==> src/rtl/shot_pkg.sv <==
// Entity field layout, geometry constants and sweep states shared by the
// shot renderer and asteroids_controller.
package shot_pkg;

    localparam int SHOT_COUNT  = 10;
    localparam int ENTITY_SIZE = 34;
    localparam int SCREEN_W    = 640;
    localparam int SCREEN_H    = 480;

    localparam int ACTIVE_BIT  = 33;
    localparam int TYPE_MSB    = 32;
    localparam int TYPE_LSB    = 30;
    localparam int YQ_MSB      = 29;
    localparam int YQ_LSB      = 28;
    localparam int XQ_MSB      = 27;
    localparam int XQ_LSB      = 26;
    localparam int Y_MSB       = 25;
    localparam int Y_LSB       = 16;
    localparam int X_MSB       = 15;
    localparam int X_LSB       = 6;
    localparam int DIR_MSB     = 5;
    localparam int DIR_LSB     = 0;

    typedef enum logic [2:0] {
        IDLE,
        ERASE_CHK,
        ERASE_PIX,
        DRAW_CHK,
        DRAW_PIX,
        DONE
    } state_e;

    // Only the fields the renderer needs survive the frame snapshot.
    typedef struct packed {
        logic       active;
        logic [2:0] colour;
        logic [9:0] y;
        logic [9:0] x;
    } shot_t;

    function automatic shot_t unpack_shot(input logic [ENTITY_SIZE-1:0] e);
        shot_t s;
        s.active = e[ACTIVE_BIT];
        s.colour = e[TYPE_MSB:TYPE_LSB];
        s.y      = e[Y_MSB:Y_LSB];
        s.x      = e[X_MSB:X_LSB];
        return s;
    endfunction

endpackage

==> src/rtl/square_pixel_gen.sv <==
// Walks one SHOT_SIZE x SHOT_SIZE square (dx fastest), skipping pixels past the
// screen edge, and presents each pixel on a registered valid/ready interface.
module square_pixel_gen #(
    parameter int SHOT_SIZE = 2,
    parameter int SCREEN_W  = shot_pkg::SCREEN_W,
    parameter int SCREEN_H  = shot_pkg::SCREEN_H
) (
    input  logic       clk,
    input  logic       reset_n,
    input  logic       start,
    input  logic [9:0] origin_x,
    input  logic [9:0] origin_y,
    input  logic [2:0] colour,
    input  logic       pix_ready,
    output logic       pix_valid,
    output logic [9:0] pix_x,
    output logic [9:0] pix_y,
    output logic [2:0] pix_colour,
    output logic       last_acc
);

    localparam logic [10:0] S11 = 11'(SHOT_SIZE);
    localparam logic [10:0] W11 = 11'(SCREEN_W);
    localparam logic [10:0] H11 = 11'(SCREEN_H);

    // Clipping is monotonic along each axis, so it reduces to a per-axis span.
    function automatic logic [2:0] span(input logic [9:0] org, input logic [10:0] lim);
        logic [10:0] room;
        room = ({1'b0, org} >= lim) ? 11'd0 : lim - {1'b0, org};
        return (room < S11) ? room[2:0] : S11[2:0];
    endfunction

    logic       valid_q,  valid_d;
    logic [9:0] x_q,      x_d;
    logic [9:0] y_q,      y_d;
    logic [2:0] colour_q, colour_d;
    logic [9:0] ox_q,     ox_d;
    logic [2:0] dx_q,     dx_d;
    logic [2:0] dy_q,     dy_d;
    logic [2:0] wlim_q,   wlim_d;
    logic [2:0] hlim_q,   hlim_d;
    logic [2:0] wspan,    hspan;

    always_comb begin
        valid_d  = valid_q;
        x_d      = x_q;
        y_d      = y_q;
        colour_d = colour_q;
        ox_d     = ox_q;
        dx_d     = dx_q;
        dy_d     = dy_q;
        wlim_d   = wlim_q;
        hlim_d   = hlim_q;
        last_acc = 1'b0;
        wspan    = span(origin_x, W11);
        hspan    = span(origin_y, H11);

        if (valid_q && pix_ready) begin
            if (dx_q + 3'd1 < wlim_q) begin
                dx_d = dx_q + 3'd1;
                x_d  = x_q + 10'd1;
            end else if (dy_q + 3'd1 < hlim_q) begin
                dx_d = 3'd0;
                dy_d = dy_q + 3'd1;
                x_d  = ox_q;
                y_d  = y_q + 10'd1;
            end else begin
                valid_d  = 1'b0;
                last_acc = 1'b1;
            end
        end

        if (start) begin
            valid_d  = (wspan != 3'd0) && (hspan != 3'd0);
            x_d      = origin_x;
            y_d      = origin_y;
            ox_d     = origin_x;
            colour_d = colour;
            dx_d     = 3'd0;
            dy_d     = 3'd0;
            wlim_d   = wspan;
            hlim_d   = hspan;
        end
    end

    always_ff @(posedge clk or negedge reset_n) begin
        if (!reset_n) begin
            valid_q  <= 1'b0;
            x_q      <= '0;
            y_q      <= '0;
            colour_q <= '0;
            ox_q     <= '0;
            dx_q     <= '0;
            dy_q     <= '0;
            wlim_q   <= '0;
            hlim_q   <= '0;
        end else begin
            valid_q  <= valid_d;
            x_q      <= x_d;
            y_q      <= y_d;
            colour_q <= colour_d;
            ox_q     <= ox_d;
            dx_q     <= dx_d;
            dy_q     <= dy_d;
            wlim_q   <= wlim_d;
            hlim_q   <= hlim_d;
        end
    end

    assign pix_valid  = valid_q;
    assign pix_x      = x_q;
    assign pix_y      = y_q;
    assign pix_colour = colour_q;

endmodule

==> src/rtl/shot_renderer.sv <==
// Per-frame shot sweep: erase every previously drawn square, draw the current
// ones, and retire shots that have left the screen.
//
// state     | meaning
// ----------+---------------------------------------------------------
// IDLE      | waiting for frame_start; snapshot taken on the pulse
// ERASE_CHK | one cycle per slot; start erase if slot was drawn last frame
// ERASE_PIX | erase square in BG_COLOUR being emitted
// DRAW_CHK  | one cycle per slot; skip, retire, or start draw
// DRAW_PIX  | draw square in the shot's colour being emitted
// DONE      | frame_done pulse, back to IDLE
module shot_renderer #(
    parameter int         SHOT_COUNT  = shot_pkg::SHOT_COUNT,
    parameter int         ENTITY_SIZE = shot_pkg::ENTITY_SIZE,
    parameter int         SCREEN_W    = shot_pkg::SCREEN_W,
    parameter int         SCREEN_H    = shot_pkg::SCREEN_H,
    parameter int         SHOT_SIZE   = 2,
    parameter logic [2:0] BG_COLOUR   = 3'b000,
    parameter int         ADDR_W      = $clog2(SHOT_COUNT)
) (
    input  logic                                  clk,
    input  logic                                  reset_n,
    input  logic                                  frame_start,
    input  logic [SHOT_COUNT-1:0][ENTITY_SIZE-1:0] shots_data,
    input  logic                                  pix_ready,
    output logic                                  pix_valid,
    output logic [9:0]                            pix_x,
    output logic [9:0]                            pix_y,
    output logic [2:0]                            pix_colour,
    output logic                                  delete_shot,
    output logic [ADDR_W-1:0]                     shot_address,
    output logic                                  busy,
    output logic                                  frame_done
);
    import shot_pkg::*;

    localparam logic [10:0]       W11       = 11'(SCREEN_W);
    localparam logic [10:0]       H11       = 11'(SCREEN_H);
    localparam logic [ADDR_W-1:0] LAST_SLOT = ADDR_W'(SHOT_COUNT - 1);

    state_e                  state_q, state_d;
    logic [ADDR_W-1:0]       slot_q, slot_d;
    shot_t                   snap_q [SHOT_COUNT];
    shot_t                   snap_d [SHOT_COUNT];
    logic [SHOT_COUNT-1:0]   prev_valid_q, prev_valid_d;
    logic [9:0]              prev_x_q [SHOT_COUNT];
    logic [9:0]              prev_x_d [SHOT_COUNT];
    logic [9:0]              prev_y_q [SHOT_COUNT];
    logic [9:0]              prev_y_d [SHOT_COUNT];

    shot_t      cur;
    logic       last_slot;
    logic       off_screen;
    logic       gen_start;
    logic [9:0] gen_x, gen_y;
    logic [2:0] gen_colour;
    logic       gen_last;
    logic       unused_fields;

    always_comb begin
        unused_fields = 1'b0;
        for (int i = 0; i < SHOT_COUNT; i++) begin
            unused_fields = unused_fields ^ (^shots_data[i][YQ_MSB:XQ_LSB])
                                          ^ (^shots_data[i][DIR_MSB:DIR_LSB]);
        end
    end

    always_comb begin
        state_d      = state_q;
        slot_d       = slot_q;
        snap_d       = snap_q;
        prev_valid_d = prev_valid_q;
        prev_x_d     = prev_x_q;
        prev_y_d     = prev_y_q;
        gen_start    = 1'b0;
        gen_x        = '0;
        gen_y        = '0;
        gen_colour   = '0;
        delete_shot  = 1'b0;
        shot_address = '0;
        busy         = 1'b0;
        frame_done   = 1'b0;
        cur          = snap_q[slot_q];
        last_slot    = (slot_q == LAST_SLOT);
        off_screen   = ({1'b0, cur.x} >= W11) || ({1'b0, cur.y} >= H11);

        case (state_q)
            IDLE: begin
                if (frame_start) begin
                    for (int i = 0; i < SHOT_COUNT; i++) begin
                        snap_d[i] = unpack_shot(shots_data[i]);
                    end
                    slot_d  = '0;
                    state_d = ERASE_CHK;
                end
            end
            ERASE_CHK, ERASE_PIX: begin
                busy = 1'b1;
                if (state_q == ERASE_CHK && prev_valid_q[slot_q]) begin
                    gen_start  = 1'b1;
                    gen_x      = prev_x_q[slot_q];
                    gen_y      = prev_y_q[slot_q];
                    gen_colour = BG_COLOUR;
                    state_d    = ERASE_PIX;
                end else if (state_q == ERASE_CHK || gen_last) begin
                    state_d = last_slot ? DRAW_CHK : ERASE_CHK;
                    slot_d  = last_slot ? '0 : slot_q + ADDR_W'(1);
                end
            end
            DRAW_CHK, DRAW_PIX: begin
                busy = 1'b1;
                if (state_q == DRAW_CHK && cur.active && !off_screen) begin
                    prev_valid_d[slot_q] = 1'b1;
                    prev_x_d[slot_q]     = cur.x;
                    prev_y_d[slot_q]     = cur.y;
                    gen_start            = 1'b1;
                    gen_x                = cur.x;
                    gen_y                = cur.y;
                    gen_colour           = cur.colour;
                    state_d              = DRAW_PIX;
                end else if (state_q == DRAW_CHK || gen_last) begin
                    if (state_q == DRAW_CHK) begin
                        prev_valid_d[slot_q] = 1'b0;
                        // Off-screen includes x/y that wrapped to 1023 on decrement.
                        delete_shot  = cur.active;
                        shot_address = cur.active ? slot_q : '0;
                    end
                    state_d = last_slot ? DONE : DRAW_CHK;
                    slot_d  = last_slot ? '0 : slot_q + ADDR_W'(1);
                end
            end
            DONE: begin
                frame_done = 1'b1;
                state_d    = IDLE;
            end
            default: state_d = IDLE;
        endcase
    end

    always_ff @(posedge clk or negedge reset_n) begin
        if (!reset_n) begin
            state_q      <= IDLE;
            slot_q       <= '0;
            prev_valid_q <= '0;
            for (int i = 0; i < SHOT_COUNT; i++) begin
                snap_q[i]   <= '0;
                prev_x_q[i] <= '0;
                prev_y_q[i] <= '0;
            end
        end else begin
            state_q      <= state_d;
            slot_q       <= slot_d;
            prev_valid_q <= prev_valid_d;
            snap_q       <= snap_d;
            prev_x_q     <= prev_x_d;
            prev_y_q     <= prev_y_d;
        end
    end

    square_pixel_gen #(
        .SHOT_SIZE (SHOT_SIZE),
        .SCREEN_W  (SCREEN_W),
        .SCREEN_H  (SCREEN_H)
    ) u_gen (
        .clk        (clk),
        .reset_n    (reset_n),
        .start      (gen_start),
        .origin_x   (gen_x),
        .origin_y   (gen_y),
        .colour     (gen_colour),
        .pix_ready  (pix_ready),
        .pix_valid  (pix_valid),
        .pix_x      (pix_x),
        .pix_y      (pix_y),
        .pix_colour (pix_colour),
        .last_acc   (gen_last)
    );

endmodule

==> config.mk <==
export PLATFORM = sky130hd
export DESIGN_NAME = shot_renderer
export DESIGN_NICKNAME = d
export VERILOG_FILES = /design/src/rtl/shot_pkg.sv /design/src/rtl/square_pixel_gen.sv /design/src/rtl/shot_renderer.sv
export SDC_FILE = /design/constraint.sdc
export NUM_CORES = 1
export LEC_CHECK = 0
export ABC_AREA = 0
export CORE_ASPECT_RATIO = 0.75
export CORE_MARGIN = 2
export CORE_UTILIZATION = 45
export CTS_CLUSTER_SIZE = 10
export DETAILED_ROUTE_END_ITERATION = 12
export DONT_BUFFER_PORTS = 1
export PLACE_DENSITY_LB_ADDON = 0.12
export SYNTH_ARGS = -nofsm -noshare
export SYNTH_HDL_FRONTEND = slang
export SYNTH_SLANG_ARGS = --single-unit
==> constraint.sdc <==
create_clock -name clk -period 7.35 [get_ports clk]
set_input_delay 1.8375 -clock clk [delete_from_list [all_inputs] [get_ports clk]]
set_output_delay 1.8375 -clock clk [all_outputs]
set_load 0.01 [all_outputs]
Yosys cells after proc, flatten, opt, wreduce, memory -nomap -nowiden
Index checks and enable logic that the tools add are counted.

Add/sub/neg operators: 7. Magnitude comparators: 12. Equal/unequal tests: 15. Multiplexer cells: 84. Bitwise gates (word level): 4. Reduce and logical (&&, ||, !) cells: 31.

Operators with widths (number): bitwise mux 100 bit (2); two-way mux 10 bit (20); binary-select mux 24 bit (select 4 bit) (1); binary-select mux 10 bit (select 4 bit) (2); two-way mux 3 bit (18); two-way mux 24 bit (2); two-way mux 4 bit (11); demux 10 bit (select 4 bit) (1); one-hot mux 10 bit (2 select lines) (2); < comparator 11 x 2 -> 1 bit (second input constant) (2); two-way mux 11 bit (2); adder 10 x 1 -> 10 bit (second input constant) (2); >= comparator 10 bit (second input constant) (2); >= comparator 10 x 9 -> 1 bit (second input constant) (2); two-way mux 1 bit (17); != test 2 bit (second input constant) (7); one-hot mux 4 bit (3 select lines) (1); AND reduction 3 bit (4); nonzero test 3 bit (4); subtractor 10 x 10 -> 11 bit (first input constant) (1); subtractor 9 x 10 -> 11 bit (first input constant) (1); bitwise AND 10 bit (1); NOT 10 bit (1); bitwise OR 10 bit (1); 27 further kinds (46).

Register bits: 503. Output and inout port bits: 31. Word-level logic and storage cells: 225.

Depth between registers and ports, before layout
Gate-level depths: netlist (run 1).

Word-level depth: 17. Mapped depth: 18. Mapped depth without buffers: 13.

Cells and area by module
From an unflattened synthesis (run 1), not the netlist that was laid out.

Cells, all modules: 1701. Area, all modules: 23705.2 µm².

Modules (own cells, without submodules): shot_renderer (times used 1, cells an instance 1384, area each 20783.7 µm², sequential area each 11436.0 µm²); square_pixel_gen (times used 1, cells an instance 317, area each 2921.6 µm², sequential area each 1151.1 µm²).

Least setup slack after synthesis (run 1)
No wires, ideal clock.

Path type: register to output. From: reg slot_q[0]. To: out shot_address[0]. Arrival time: 2.817 ns. Required time: 5.512 ns. Setup slack: 2.696 ns. Stages on the path, launching flop included: 11. Path buffers: 3. Cells stage by stage: dfrtp_1 -> buf_2 -> mux4_2 -> a22oi_1 -> o21ai_0 -> a311o_4 -> nor2_1 -> buf_2 -> clkbuf_1 -> nor2_1 -> and2_1.

Longest elaborated chain between the ends: 10. Elaborated cells on any way between the ends: 15. Those cells by class: order compare (2); mux (8); bitwise (1); reduce/logical (4).

Ends and longest elaborated chain: start: declaration (line shot_renderer.sv:42) `logic [ADDR_W-1:0] slot_q, slot_d;`; start signal: assignment (line shot_renderer.sv:152) `slot_q <= slot_d;`; NOT 4 -> 5 bit (implied by the code) (line shot_renderer.sv:83) `cur = snap_q[slot_q];`; binary-select mux 24 bit (select 4 bit) (line shot_renderer.sv:83); two-way mux 24 bit (implied by the code) (2 in a row) (line shot_renderer.sv:83); >= comparator 10 bit / >= comparator 10 x 9 -> 1 bit (equally long branches) (line shot_renderer.sv:85) `off_screen = ({1'b0, cur.x} >= W11) || ({1'b0, cur.y} >= H11);`; logical OR 1 bit (line shot_renderer.sv:85); logical NOT 1 bit (line shot_renderer.sv:112) `if (state_q == DRAW_CHK && cur.active && !off_screen) begin`; logical AND 1 bit (line shot_renderer.sv:112); two-way mux 4 bit (*) (line shot_renderer.sv:112); two-way mux 4 bit (*) (line shot_renderer.sv:87) `case (state_q)`; end: declaration (line shot_renderer.sv:31) `output logic [ADDR_W-1:0] shot_address,`.

Every way passes the cells marked *; elsewhere a longest branch is shown, timed or not. The select of a mux whose other input is x is not followed.

Final worst setup path (run 1)
From: reg slot_q[0]. To: out shot_address[3].

Longest elaborated chain between the ends: 10. Elaborated cells on any way between the ends: 15. Those cells by class: order compare (2); mux (8); bitwise (1); reduce/logical (4).

Ends and longest elaborated chain (line): NOT 4 -> 5 bit (implied by the code) (*) (shot_renderer.sv:83); binary-select mux 24 bit (select 4 bit) (*) (shot_renderer.sv:83); two-way mux 24 bit (implied by the code) (*) (2 in a row) (shot_renderer.sv:83); >= comparator 10 bit / >= comparator 10 x 9 -> 1 bit (equally long branches) (shot_renderer.sv:85); logical OR 1 bit (shot_renderer.sv:85); logical NOT 1 bit (shot_renderer.sv:112); logical AND 1 bit (shot_renderer.sv:112); two-way mux 4 bit (*) (shot_renderer.sv:112); two-way mux 4 bit (*) (shot_renderer.sv:87).

Marks and branches as above.

==> out/qor.csv, run 1 <==
metric;value;unit
seq_area;12600;um^2
grt_pass1_vias;15129;
synthArstFlopShare;100;%
gr-total-overflow;0;
route.detailed.drc;0;
track_usage;23.3;%
syn-num-nets;2251;
critical_path_class;reg2out;
vias_per_cell;5.95;
netlist_instances;1897;
clockBufferDepth;3;
fin_crit_sh;80.9;%
grt_max_degree;504;
avgSynthCellArea;12.2;um^2
layout_commonest_cell;dfrtp_1;
pre_cts_slack;2010;ps
end_kind;output pin;
syn-cell-area;23100;um^2
routed_wirelength;61.2;mm
final_layout_size_suffix_gt1_share;25.9;%
timing.fmax;168;MHz
areaGrowthSynthToFinish;8.78;%
die_w;266;um
initial_utilization;45.8;%
tightestPinTransition;1460;ps
grt_pass1_wl;95.2;mm
layout.nets;2193;
design.die.area;53200;um^2
cts_setup_buffers;0;
ys_ff_latch;503;
fin_total_pwr;0.0119;W
vdd_drop_max;0.277;mV
setup_slack;1400;ps
startpoint;slot_q[0];
rsz0062_at_grt;no;
num_rows;71;
hpwlAfterDp;40.4;mm
maxSlewViolCount;0;
hold_end;prev_x_q[79];
cts.sinks;503;
io_buffers;0;
max_slew_margin;2.82;%
outcome;finished clean;
r2r_start;slot_q[1];
critical-path-top-delay-family;simple AND/OR/NAND/NOR gates;
yosysUniqueCellTypes;79;
antenna_found_initial;5;
r2r_slack;1920;ps
core;50500;um^2
arrival;4110;ps
multi_input_area;9830;um^2
setup_tns;0;ps
slowest_delay;970;ps
synthFlopType;dfrtp_1;
hp-class;reg2reg;
cts_root_buf;clkbuf_16;
dr.pass1.iters;8;
cts_tree;built;
required;5510;ps
clock-skew-final;33.0;ps
postPlaceCellArea;23600;um^2
hold_viol;0;
design_area;25100;um^2
io-pin-count;375;
die_h;200;um
leakage;10.6;nW
cap_violations;0;
gp_congestion;0.827;
worstHoldStart;prev_x_q[79];
via_count;14922;
power_density;473;nW/um^2
path_common_cell;buf_4;
drtIter0Drc;1464;
holdBufCountCts;0;
reg2regPathDepth;13;
hold_depth;2;
cts_buffers;56;
clk_latency;630;ps
wl_per_cell;24.4;um
layout_common_cells;dfrtp_1, mux2_2, nand2_1;
htreeDepth;2;
setup_viol;0;
reg2reg_to;u_gen.pix_valid;
path_buf_inv;2;
slowest_stage;dfrtp_4;
cp-start-kind;flop;
clk_pin_slew;60;ps
fin_crit;5950;ps
crit_chain;nor3b_4, a221oi_1, buf_4, a21oi_2, nor2_2, buf_4, nor3_1;
cp_max_fo;41;
synth-edff-count;0;
ys_seq_area_share;54.5;%
num-fill-cells;4503;
ant_nets;0;
ctsResizeCount;0;
yosys_warnings;0;
-- flip-flops by register name, indices dropped and copies added (netlist names), 4 cells and up, named ones only --
| signal | flops |
|---|---|
| u_gen.pix_y | 10 |
| snap_q | 240 |
| slot_q | 4 |
| prev_x_q | 100 |
| prev_y_q | 100 |
| u_gen.pix_x | 10 |
| u_gen.ox_q | 10 |
-- synthesized netlist by cell type, drive strengths merged (6+ instances only) --
| library cell | number | share of area [%] |
|---|---|---|
| mux2 | 274 | 13 |
| and2 | 21 | 0.57 |
| xor2 | 9 | 0.34 |
| nand2 | 265 | 4.3 |
| a21o | 7 | 0.23 |
| o31ai | 8 | 0.34 |
| nor3b | 7 | 0.30 |
| nand2b | 8 | 0.22 |
| a2bb2oi | 6 | 0.23 |
| nor2b | 6 | 0.16 |
| nand3 | 13 | 0.28 |
| nor2 | 58 | 0.94 |
| a222oi | 21 | 0.91 |
| a21oi | 61 | 1.4 |
| a22o | 8 | 0.30 |
| xnor2 | 10 | 0.38 |
| mux4 | 81 | 7.9 |
| inv | 18 | 0.29 |
| clkbuf | 106 | 1.7 |
| a22oi | 17 | 0.57 |
| o22a | 12 | 0.45 |
| and3 | 7 | 0.19 |
| dfrtp | 503 | 54 |
| buf | 44 | 1.2 |
| o21ai | 227 | 4.9 |
| ha | 10 | 0.54 |
| o22ai | 12 | 0.35 |
| nor3 | 7 | 0.17 |
| mux2i | 13 | 0.56 |
-- worst register-to-register path: stages, from the launching register on --
cell and delay, ps:
dfrtp_4 990, buf_4 570, mux4_2 400, nand2_1 100
nand2_1 200, a311oi_4 550, nand2_2 460, o22ai_1 650
inv_1 140, ha_1 300, and2b_1 190, o2111ai_1 140
a221oi_2 450, a22oi_1 150
-- power breakdown --
group / switching [W] / total [W] / leakage, nW / internal (W)
clock: 0.00108 / 0.00247 / 0.740 / 0.00139
sequential: 0.000780 / 0.00468 / 6.41 / 0.00390
combinational: 0.00257 / 0.00474 / 3.44 / 0.00217
-- worst max path at each step --
stage          slack [ps]              end  cells past startpoint
4_1_cts              1400  shot_address[3]                      8
3_5_place_dp         2010  u_gen.pix_valid                     13
3_3_place_gp         2050  u_gen.pix_valid                     13
5_1_grt              1190  shot_address[3]                      7
2_1_floorplan        2700  shot_address[0]                     10
6_report             1400  shot_address[3]                      7
-- layout make-up --
class                   instances  share of cell area, %
flip-flops and latches        503                   50.1
clock buffers                  61                   5.65
repair buffers                 34                   1.16
multi-input cells            1226                   39.1
diodes                          5                 0.0498
clock inverters                 4                  0.423
well taps                     657                   3.27
inverters                      18                  0.269
-- routing by layer --
| layer | up-vias | GRT usage, % | part of all wire, % |
|---|---|---|---|
| met3 | 82 | 4.23 | 5.5 |
| met2 | 390 | 35.2 | 45 |
| li1 | 6716 | - | - |
| met4 | 2 | 5.68 | 2.0 |
| met1 | 7732 | 34.8 | 47 |
| met5 | - | 0 | 0.021 |
-- kinds of logic (layout without fill, tap and decap cells) --
kind of cell / after synthesis / count (layout) / synth area share [%]
AOI/OAI and AO/OA: 424 / 424 / 11.6
xor gates and xnor gates: 19 / 19 / 0.720
adders and majority gates: 10 / 10 / 0.541
buffers and inverters: 168 / 117 / 3.24
DFF: 503 / 503 / 54.5
muxes: 368 / 368 / 21.8
other: 0 / 5 / 0
and+or+nand+nor: 405 / 405 / 7.59
-- through the flow --
step                      std cells  utilization, %  hold WS [ps]
after detailed placement       2438            46.8           466
after CTS                      2503            49.8           478
after global routing           2506            49.8           492
after floorplan                1897               -           433
after global placement         2438            46.8           456
final                          2508            49.8           474
(Power assumes the default switching activity.)
==> run 2: changes to the inputs <==
==> constraint.sdc (replaced) <==
create_clock -name clk -period 4.93 [get_ports clk]
set_input_delay 1.2325 -clock clk [delete_from_list [all_inputs] [get_ports clk]]
set_output_delay 1.2325 -clock clk [all_outputs]
set_load 0.01 [all_outputs]
==> run 2 against run 1 <==
Effect of this change: the run now ends with slew limit left; critical path depth unchanged; flip-flop and latch count is the same; first-iteration DRC count shrank 3.3%; count of clock-buffer cells in the layout is 1 lower; power grew 52%; largest cell class unchanged; largest power group unchanged; highest routed layer unchanged.
==> out/qor.csv, run 2 (same netlist as run 1, synthesis figures left out) <==
metric;value;unit;change
tightestPinTransition;1770;ps;+310 ps
setup_tns;0;ps;unchanged
layout.nets;2257;;+2.9%
pre_cts_slack;505;ps;-1510 ps
hold_viol;0;;unchanged
layout_common_cells;dfrtp_1, mux2_2, nand2_1;;
cts_root_buf;clkbuf_16;;
hp-class;in2async;;
grt_max_degree;504;;unchanged
maxSlewViolCount;122;;+122
setup_slack;147;ps;-1260 ps
required;3700;ps;-1810 ps
cts_tree;built;;
fin_crit;4780;ps;
io-pin-count;375;;unchanged
antenna_found_initial;3;;-2
power_density;705;nW/um^2;+49%
slowest_delay;610;ps;-360 ps
dr.pass1.iters;5;;-3
holdBufCountCts;0;;unchanged
clock-skew-final;20.5;ps;-12.5 ps
die_w;266;um;unchanged
hpwlAfterDp;42.6;mm;+5.5%
clockBufferDepth;3;;unchanged
layout_commonest_cell;dfrtp_1;;
largest-register;snap_q;;
drtIter0Drc;1416;;-3.3%
failed_checks;slew limit;;
cts_buffers;56;;unchanged
leakage;10.9;nW;+3.2%
cp-start-kind;flop;;
io_buffers;0;;unchanged
vias_per_cell;5.87;;-1.3%
via_count;15072;;+1.0%
die_h;200;um;unchanged
ant_nets;0;;unchanged
gr-total-overflow;0;;unchanged
largest_reg_flops;240;;unchanged
num_rows;71;;unchanged
gp_congestion;0.831;;+0.42%
reg.largest.list;snap_q x240, prev_x_q x100, prev_y_q x100;;
crit_chain;mux2_2, a222oi_1, nand2_2, a311o_4, nor2_2, nor2_1, and2_1;;
routed_wirelength;62.4;mm;+2.0%
areaGrowthSynthToFinish;11.0;%;
multi_input_area;9840;um^2;about the same
final_layout_size_suffix_gt1_share;28.5;%;+2.5 points
end_kind;output pin;;
cts.sinks;503;;unchanged
critical_path_class;reg2out;;
fin_cells;2567;;+2.4%
cp_max_fo;14;;-66%
setup_viol;0;;unchanged
grt_pass1_vias;15624;;+3.3%
fin_crit_sh;97.0;%;
initial_utilization;45.8;%;unchanged
arrival;3550;ps;-560 ps
cap_violations;0;;unchanged
design.die.area;53200;um^2;unchanged
clk_latency;610;ps;-20 ps
track_usage;23.8;%;+0.55 points
htreeDepth;2;;unchanged
core;50500;um^2;unchanged
seq_area;12600;um^2;unchanged
route.detailed.drc;0;;unchanged
clk_pin_slew;60;ps;about the same
slowest_stage;dfrtp_4;;
rsz0062_at_grt;no;;
final_util;50.8;%;+1.0 points
num-fill-cells;4421;;-1.8%
hold_slack;318;ps;-155 ps
vdd_drop_max;0.385;mV;+39%
dp.cells;2500;;+2.5%
grt_pass1_wl;97.4;mm;+2.2%
wl_per_cell;24.3;um;-0.33%
timing.fmax;209;MHz;
outcome;finished with violations;;
max_slew_margin;-17.8;%;-21 points
## run 2: changes by cell type in the layout (fill, tap and decap cells not counted), moves of 2 or more
cell       change
buf_12         +4
buf_4         +58
clkinv_16      -2
clkbuf_1       -2
diode_2        -4
## run 2: area by class of cell
class                   count  share of cell area, %
diodes                      1                0.00976
multi-input cells        1226                   38.3
inverters                  18                  0.263
well taps                 657                   3.20
repair buffers             98                   3.32
clock buffers              60                   5.56
flip-flops and latches    503                   49.1
clock inverters             4                  0.195
## run 2: what timing repair did
| action | in CTS | in global routing |
|---|---|---|
| setup buffers | 2 | 0 |
| pin swaps | 0 | 0 |
| resized for setup | 0 | 3 |
| endpoints found under the setup margin | 4 | 5 |
## run 2: critical path: cells and delay by family, from the launching register on
family | cells | cell delay, ps
AO/OA/AOI/OAI | 2 | 1040
multiplexers | 1 | 380
flip-flops | 1 | 610
AND/OR/NAND/NOR | 4 | 890
## run 2: metrics by stage
stage | instance area, um^2 | total power [W]
4_1_cts | 25600 | 0.0182
2_1_floorplan | 23100 | 0.0120
5_1_grt | 25700 | 0.0193
3_3_place_gp | 24100 | 0.0142
3_5_place_dp | 24100 | 0.0145
6_report | 25700 | 0.0181
## run 2: path summary, 6_finish.rpt
check / start / endpoint / slack [ps] / cells after the start
worst max-delay path: slot_q[1] / shot_address[0] / 150 / 7
worst min-delay path: reset_n / snap_q[131] / 320 / 0
worst max register to register: slot_q[0] / u_gen.pix_valid / 470 / 12
worst min register to register: prev_y_q[31] / prev_y_q[31] / 470 / 2
max in group asynchronous: reset_n / prev_y_q[77] / 3190 / 0
min in group clk: prev_y_q[31] / prev_y_q[31] / 470 / 2
## run 2: layer usage
metal | global-route usage (%) | part of all wire (%) | routed length [um]
met1 | 35.3 | 47 | 29500
met2 | 36.4 | 45 | 28100
met3 | 4.35 | 5.8 | 3640
met4 | 5.72 | 1.9 | 1190
met5 | 0 | 0.038 | 24
## run 2: power by group
group | switching (W) | internal (W) | leakage [nW]
Combinational | 0.00407 | 0.00352 | 3.78
Sequential | 0.00104 | 0.00581 | 6.41
Clock | 0.00162 | 0.00202 | 0.726
